File: src/rtl/dvp_tx_generator.sv
// DVP transmit generator: serialises RGB565 pixels onto an 8-bit DVP bus
// with VSYNC/HREF framing, one byte per clock, high byte first.
module dvp_tx_generator #(
  parameter int unsigned DVP_DATA_W = 8,
  parameter int unsigned RGB_PXL_W  = 16,
  parameter int unsigned IMG_W      = 640,
  parameter int unsigned IMG_H      = 480,
  parameter int unsigned HBLANK_CYC = 16,
  parameter int unsigned VSYNC_CYC  = 8,
  parameter int unsigned VBLANK_CYC = 16
) (
  input  logic                  clk,
  input  logic                  rst_n,
  input  logic                  dcr_cam_start_i,
  input  logic [RGB_PXL_W-1:0]  rgb_pxl_i,
  input  logic                  rgb_pxl_vld_i,
  output logic                  rgb_pxl_rdy_o,
  output logic [DVP_DATA_W-1:0] dvp_data_o,
  output logic                  dvp_de_o,
  output logic                  dvp_href_o,
  output logic                  dvp_vsync_o,
  output logic                  frame_done_o,
  output logic                  underrun_o
);

  localparam int unsigned LINE_CYC = 2 * IMG_W;
  localparam int unsigned MAX_A    = (LINE_CYC > HBLANK_CYC) ? LINE_CYC : HBLANK_CYC;
  localparam int unsigned MAX_B    = (VSYNC_CYC > VBLANK_CYC) ? VSYNC_CYC : VBLANK_CYC;
  localparam int unsigned CYC_MAX  = (MAX_A > MAX_B) ? MAX_A : MAX_B;
  localparam int unsigned CYC_W    = $clog2(CYC_MAX + 1);
  localparam int unsigned LINE_W   = $clog2(IMG_H + 1);

  localparam logic [CYC_W-1:0]  VSYNC_LAST  = CYC_W'(VSYNC_CYC - 1);
  localparam logic [CYC_W-1:0]  VBLANK_LAST = CYC_W'(VBLANK_CYC - 1);
  localparam logic [CYC_W-1:0]  LINE_LAST   = CYC_W'(LINE_CYC - 1);
  localparam logic [CYC_W-1:0]  HBLANK_LAST = CYC_W'(HBLANK_CYC - 1);
  localparam logic [LINE_W-1:0] LINES       = LINE_W'(IMG_H);

  typedef enum logic [2:0] {
    ST_IDLE,
    ST_VSYNC,
    ST_VBLANK,
    ST_ACTIVE,
    ST_HBLANK
  } state_e;

  // State and counters describe the cycle currently shown on the DVP outputs.
  state_e                  state_q, state_d;
  logic [CYC_W-1:0]        cyc_q, cyc_d;
  logic [LINE_W-1:0]       line_q, line_d;
  logic [DVP_DATA_W-1:0]   lo_q, lo_d;
  logic [DVP_DATA_W-1:0]   data_d;
  logic                    frame_done_d;
  logic                    underrun_d;
  logic                    rdy_c;

  assign rgb_pxl_rdy_o = rdy_c;

  // Next-state, counter and pixel-slot decode; rdy depends only on state/phase.
  always_comb begin
    state_d      = state_q;
    cyc_d        = cyc_q + CYC_W'(1);
    line_d       = line_q;
    rdy_c        = 1'b0;
    case (state_q)
      ST_IDLE: begin
        cyc_d = '0;
        if (dcr_cam_start_i) begin
          state_d = ST_VSYNC;
          line_d  = '0;
        end
      end
      ST_VSYNC: begin
        if (cyc_q == VSYNC_LAST) begin
          state_d = ST_VBLANK;
          cyc_d   = '0;
        end
      end
      ST_VBLANK: begin
        if (cyc_q == VBLANK_LAST) begin
          state_d = ST_ACTIVE;
          cyc_d   = '0;
          rdy_c   = 1'b1;
        end
      end
      ST_ACTIVE: begin
        if (cyc_q == LINE_LAST) begin
          state_d = ST_HBLANK;
          cyc_d   = '0;
          line_d  = line_q + LINE_W'(1);
        end else begin
          rdy_c = cyc_q[0];
        end
      end
      ST_HBLANK: begin
        if (cyc_q == HBLANK_LAST) begin
          cyc_d = '0;
          if (line_q < LINES) begin
            state_d = ST_ACTIVE;
            rdy_c   = 1'b1;
          end else if (dcr_cam_start_i) begin
            state_d = ST_VSYNC;
            line_d  = '0;
          end else begin
            state_d = ST_IDLE;
          end
        end
      end
      default: begin
        state_d = ST_IDLE;
        cyc_d   = '0;
        line_d  = '0;
      end
    endcase
  end

  // Output byte selection: high byte on accept, buffered low byte next cycle.
  always_comb begin
    data_d       = '0;
    lo_d         = lo_q;
    underrun_d   = rdy_c & ~rgb_pxl_vld_i;
    frame_done_d = (state_d == ST_HBLANK) && (cyc_d == HBLANK_LAST) && (line_d == LINES);
    if (rdy_c) begin
      if (rgb_pxl_vld_i) begin
        data_d = rgb_pxl_i[RGB_PXL_W-1 -: DVP_DATA_W];
        lo_d   = rgb_pxl_i[DVP_DATA_W-1:0];
      end else begin
        lo_d   = '0;
      end
    end else if (state_d == ST_ACTIVE) begin
      data_d = lo_q;
    end
  end

  // State, counters and all DVP outputs registered together.
  always_ff @(posedge clk) begin
    if (!rst_n) begin
      state_q      <= ST_IDLE;
      cyc_q        <= '0;
      line_q       <= '0;
      lo_q         <= '0;
      dvp_data_o   <= '0;
      dvp_de_o     <= 1'b0;
      dvp_href_o   <= 1'b0;
      dvp_vsync_o  <= 1'b0;
      frame_done_o <= 1'b0;
      underrun_o   <= 1'b0;
    end else begin
      state_q      <= state_d;
      cyc_q        <= cyc_d;
      line_q       <= line_d;
      lo_q         <= lo_d;
      dvp_data_o   <= data_d;
      dvp_de_o     <= (state_d == ST_ACTIVE);
      dvp_href_o   <= (state_d == ST_ACTIVE);
      dvp_vsync_o  <= (state_d == ST_VSYNC);
      frame_done_o <= frame_done_d;
      underrun_o   <= underrun_d;
    end
  end

endmodule

File: config.mk
export PLATFORM = sky130hd
export DESIGN_NAME = dvp_tx_generator
export DESIGN_NICKNAME = d
export VERILOG_FILES = /design/src/rtl/dvp_tx_generator.sv
export SDC_FILE = /design/constraint.sdc
export NUM_CORES = 1
export LEC_CHECK = 0
export ABC_AREA = 1
export BUFFER_PORTS_ARGS = -buffer_cell sky130_fd_sc_hd__buf_4
export CAP_MARGIN = 20
export CORE_MARGIN = 3
export CORE_UTILIZATION = 35
export CTS_CLUSTER_DIAMETER = 200
export CTS_CLUSTER_SIZE = 8
export DETAILED_ROUTE_END_ITERATION = 7
export PLACE_DENSITY = 0.55
export SYNTH_ARGS = -nofsm -noshare
export SYNTH_HDL_FRONTEND = slang
export SYNTH_SLANG_ARGS = --single-unit
File: constraint.sdc
create_clock -name clk -period 3.5 [get_ports clk]
set_clock_uncertainty 0.2 [all_clocks]
set_input_delay 0 -clock clk [delete_from_list [all_inputs] [get_ports clk]]
set_output_delay 0 -clock clk [all_outputs]
set_load 0.02 [all_outputs]
Yosys cells after proc, flatten, opt, wreduce, memory -nomap -nowiden
Cells that the tools add are included.
W data, S select, Z words.
{ "totals": {"ff_bits": 43, "in_bits": 20, "output_inout_bits": 14, "wordCells": 57} }
{ "op_classes": {"add_sub_neg": 2, "order_cmp": 1, "n_eq_ne": 12, "mux": 26, "bitwise": 2, "reduce_logical": 5} }
{ "op_table": {"columns": ["operator", "count"], "rows": [
  ["$mux W9", 4],
  ["$pmux W9 S4", 1],
  ["$mux W11", 3],
  ["$pmux W11 S3", 1],
  ["$mux W8", 4],
  ["$eq A11 B4 Y1 const B", 2],
  ["$mux W3", 5],
  ["$pmux W3 S5", 1],
  ["$add A11 B1 Y11 const B", 1],
  ["$eq A11 B11 Y1 const B", 1],
  ["$eq A11 B3 Y1 const B", 1],
  ["$add A9 B1 Y9 const B", 1],
  ["$eq A3 B2 Y1 const B", 3],
  ["$eq A9 B9 Y1 const B", 1],
  ["$lt A9 B9 Y1 const B", 1],
  ["$eq A3 B1 Y1 const B", 2],
  ["$eq A3 B3 Y1 const B", 2],
  ["$mux W1", 5],
  ["$reduce_or A2 Y1", 2],
  ["$logic_not A3 Y1", 1],
  ["$pmux W1 S3", 1],
  ["$logic_and A1 B1 Y1", 2],
  ["$mux W2", 1],
  ["$and A1 B1 Y1", 1],
  ["$not A1 Y1", 1]
]} }

Depth between registers and ports, before layout
{ "logic_depth": {"ltp_word": 7, "depth_mapped": 13} }

Worst setup path before layout
Ideal clock, no wire load.
{ "synth_path": {"kind": "register to register", "startpoint": "register cyc_q[0]", "endpoint": "register lo_q[7]", "arrival_ns": 1.752, "setup_slack_ns": 1.489, "path_stages_with_launch": 11, "path_buffers": 1, "period_less_slack_ns": 2.011, "path_cell_list": "dfxtp_1 ha_1 nand3_1 nor2_4 nand3_2 nand2_4 o21ai_4 inv_4 nor2_8 buf_12 a31o_1"} }
{ "synth_between": {"elab_chain_len": 3} }
{ "synth_lines": {"columns": ["item", "line", "text"], "rows": [
  ["from (decl)", "49", "logic [CYC_W-1:0] cyc_q, cyc_d;"],
  ["from (signal assigned)", "150", "cyc_q <= cyc_d;"],
  ["$eq A11 B4 Y1 / $eq A11 B11 Y1 (equally long branches)", "80, 96, 87", null],
  ["$mux W1 (on tied branches)", "96, 80, 87", null],
  ["$pmux W1 S3 (*)", "65", "case (state_q)"],
  ["net rgb_pxl_rdy_o", "17", "output logic rgb_pxl_rdy_o,"],
  ["to (signal assigned)", "152", "lo_q <= lo_d;"],
  ["to (decl)", "51", "logic [DVP_DATA_W-1:0] lo_q, lo_d;"]
]} }
The timed path passes the listed nets; every way through them passes the cells marked *.
A chain may end at the register's enable or synchronous reset.

Worst setup path after layout
{ "layout_path": {"startpoint": "register cyc_q[1]", "endpoint": "register dvp_data_o[6]"} }
{ "layout_between": {"elab_chain_len": 6} }
{ "layout_lines": {"columns": ["item", "line", "text"], "rows": [
  ["$eq A11 B4 Y1, or another cell as far along", "80, 96", null],
  ["$mux W3 (on tied branches)", null, null],
  ["$pmux W3 S5", "65", null],
  ["$eq A3 B2 Y1", "130", "end else if (state_d == ST_ACTIVE) begin"],
  ["$mux W8", "130", null],
  ["$mux W8 (*)", "123", "if (rdy_c) begin"],
  ["to (signal assigned)", "153", "dvp_data_o <= data_d;"],
  ["to (decl)", "18", "output logic [DVP_DATA_W-1:0] dvp_data_o,"]
]} }
Mark *: on every way between the ends. The rest lies on a longest branch, timed or not.

==> metrics <==
total of max-cap violations 0; largest area contributor in the netlist dfxtp_1; H-tree levels 2; maximum clock path buffer count 2; setup TNS 0 ps; WP data arrival 3320 ps; status completed; Syn Nets 397; Synth-to-Final Area Change 35.3%; DR iter-0 viols 114; initial antenna violation count 0; drt pass-1 iters 4; final core utilization 0.491; Clock Sink Count 43; core area 6870 µm²; Lkg Pwr 1.51 nW; VDD IR-drop max 0.000201 V; routed wire length 7.13 mm; buffers added on ports 33; Post-Layout Cell Count 548; pin count of the biggest net entering global routing 19; commonest non-fill, non-tap cells in the layout nand2_1 (109), nor2_1 (55), dfxtp_1 (43), dlygate4sd3_1 (42), inv_1 (41); placed instance area 2820 µm²; worst-path cell chain ha_1 -> nand3_2 -> nor2_4 -> nand2_2 -> clkinv_1 -> o21ai_2 -> o21ai_4 -> inv_4 -> nor2_8 -> nand3_2 -> dlygate4sd3_1 -> nand2_1 -> dlygate4sd3_1; clock root buffer clkbuf_8; Final Cycle Share 0.937; top cell family by delay on the critical path buffers and inverters; Syn Area/Cell 6.65 µm²; Final GP Congestion 0.902; post-route setup slack 222 ps; Worst Setup Start Kind flip-flop; Slew Viols, Final 0; Critical Path Max Stage Delay 570 ps; CTS tree built; synthesized instance count 375; post-layout min period 3280 ps; CTS Buf Count 5; register area share after synthesis 0.345; Via density 4.80; worst path buffer plus inverter count 4; DP HPWL 5.00 mm; crit-path max FO 16; Worst Tran Pin Value 408 ps; n_diodes 0; DRT antenna net count 0; number of global-route vias before repair 2525; boundary pin count 34; clk slew on worst S/H paths 90 ps; residual DRC count 0; max frequency 0.305 GHz; DR WL/cell 13.0 µm; die area 8180 µm²; Hold Violations, Final 0; worst-skew pair later-pin latency 300 ps; final total power 1.04 mW; share of cells above drive strength 1 0.166; Final setup viols 0; placed insts 498; Worst EP required 3540 ps; Worst Setup Path Type flip-flop to flip-flop; Max-slew headroom 0.725; DP Worst Slack 1290 ps; CP Capture Type flip-flop; Slowest-stage cell, CP dlygate4sd3_1; library cells used by synthesis 39; row count 30; RSZ-0062 raised after global routing false; Final Cell Area 3370 µm²; flops & latches, synth 43; commonest non-fill, non-tap cell in the layout nand2_1; initial core utilization 0.363; Synth area leaders dfxtp_1 (35%), nand2_1 (16%), nor2_1 (8.3%), nand3_1 (6.4%), inv_1 (6.2%); Hold Slack 72.0 ps; post-layout net count 473; routed vias 2632; Ys Warns 0; Syn Std Cell Area 2490 µm²; class of the worst hold path input port to flip-flop; Resized cells post-CTS 0; first-pass GRT wire length 11.8 mm; die height 90.4 µm; Power Dens Cells 308 nW/µm²; gr usage total 0.176; GR Overflow Total 0; Die W 90.4 µm; top cell type's share of synthesized area 0.345
[cell families (layout without fill, tap and decap cells)]
| logic type | after synthesis | after routing | share of synthesized area |
|---|---|---|---|
| xor+xnor | 4 | 4 | 0.0140 |
| buf+inv | 53 | 130 | 0.0898 |
| simple gates | 242 | 242 | 0.456 |
| compound gates | 31 | 31 | 0.0853 |
| flops | 43 | 43 | 0.345 |
| fa+ha+maj | 2 | 2 | 0.0100 |
[where the power goes]
part	internal (mW)	total (mW)	switching, mW
registers	0.492	0.494	0.00263
clock network	0.285	0.467	0.182
logic	0.0374	0.0785	0.0411
[cell usage after synthesis, drive strengths merged]
library cell	n
nand2	113
nor2	63
inv	44
dfxtp	43
nand3	42
nand4	10
o21ai	10
a21oi	8
a31o	8
nor3	7
buf	5
nor3b	3
a21boi	2
clkbuf	2
clkinv	2
ha	2
nand3b	2
xnor2	2
xor2	2
a22oi	1
and2	1
o211ai	1
o21bai	1
or2	1
[sequential cells by signal, summed over array words and instances, names as in the netlist, 3 cells and up]
register / count
line_q: 9
lo_q: 8
dvp_data_o: 8
cyc_q: 11
state_q: 3
[worst min-delay path, delay by kind of cell]
family                 cells  cell delay, ps
and+or+nand+nor            1             190
AOI/OAI and AO/OA          2             230
buffers and inverters      1             130
[cell type report]
cell class | instances | area, µm²
multi-input cells | 279 | 1410
well taps | 96 | 120
flip-flops and latches | 43 | 861
repair buffers | 76 | 676
clock inverters | 2 | 60.1
inverters | 46 | 175
fillers | 680 | 3490
clock buffers | 6 | 72.6
[layer usage]
layer	up-vias	routed length, µm	share of wire	track usage
li1	1349	-	-	-
met1	1203	3090	0.43	0.211
met2	69	3550	0.50	0.309
met3	11	356	0.050	0.0367
met4	0	134	0.019	0.0638
met5	-	0	0	0
[what timing repair did]
action                    4_1_cts  5_1_grt
hold buffers                   42        0
hold endpoints to repair       23        0
setup buffers                   0        0
[path summary, 6_finish.rpt]
path                   start             to  slack [ps]  depth (start not counted)
max                 cyc_q[1]  dvp_data_o[6]         220                         13
max reg2reg         cyc_q[1]  dvp_data_o[6]         220                         13
min          dcr_cam_start_i      line_q[6]          70                          4
min reg2reg         cyc_q[0]       cyc_q[0]         410                          3
No activity file was read; power rests on OpenSTA's default activity.
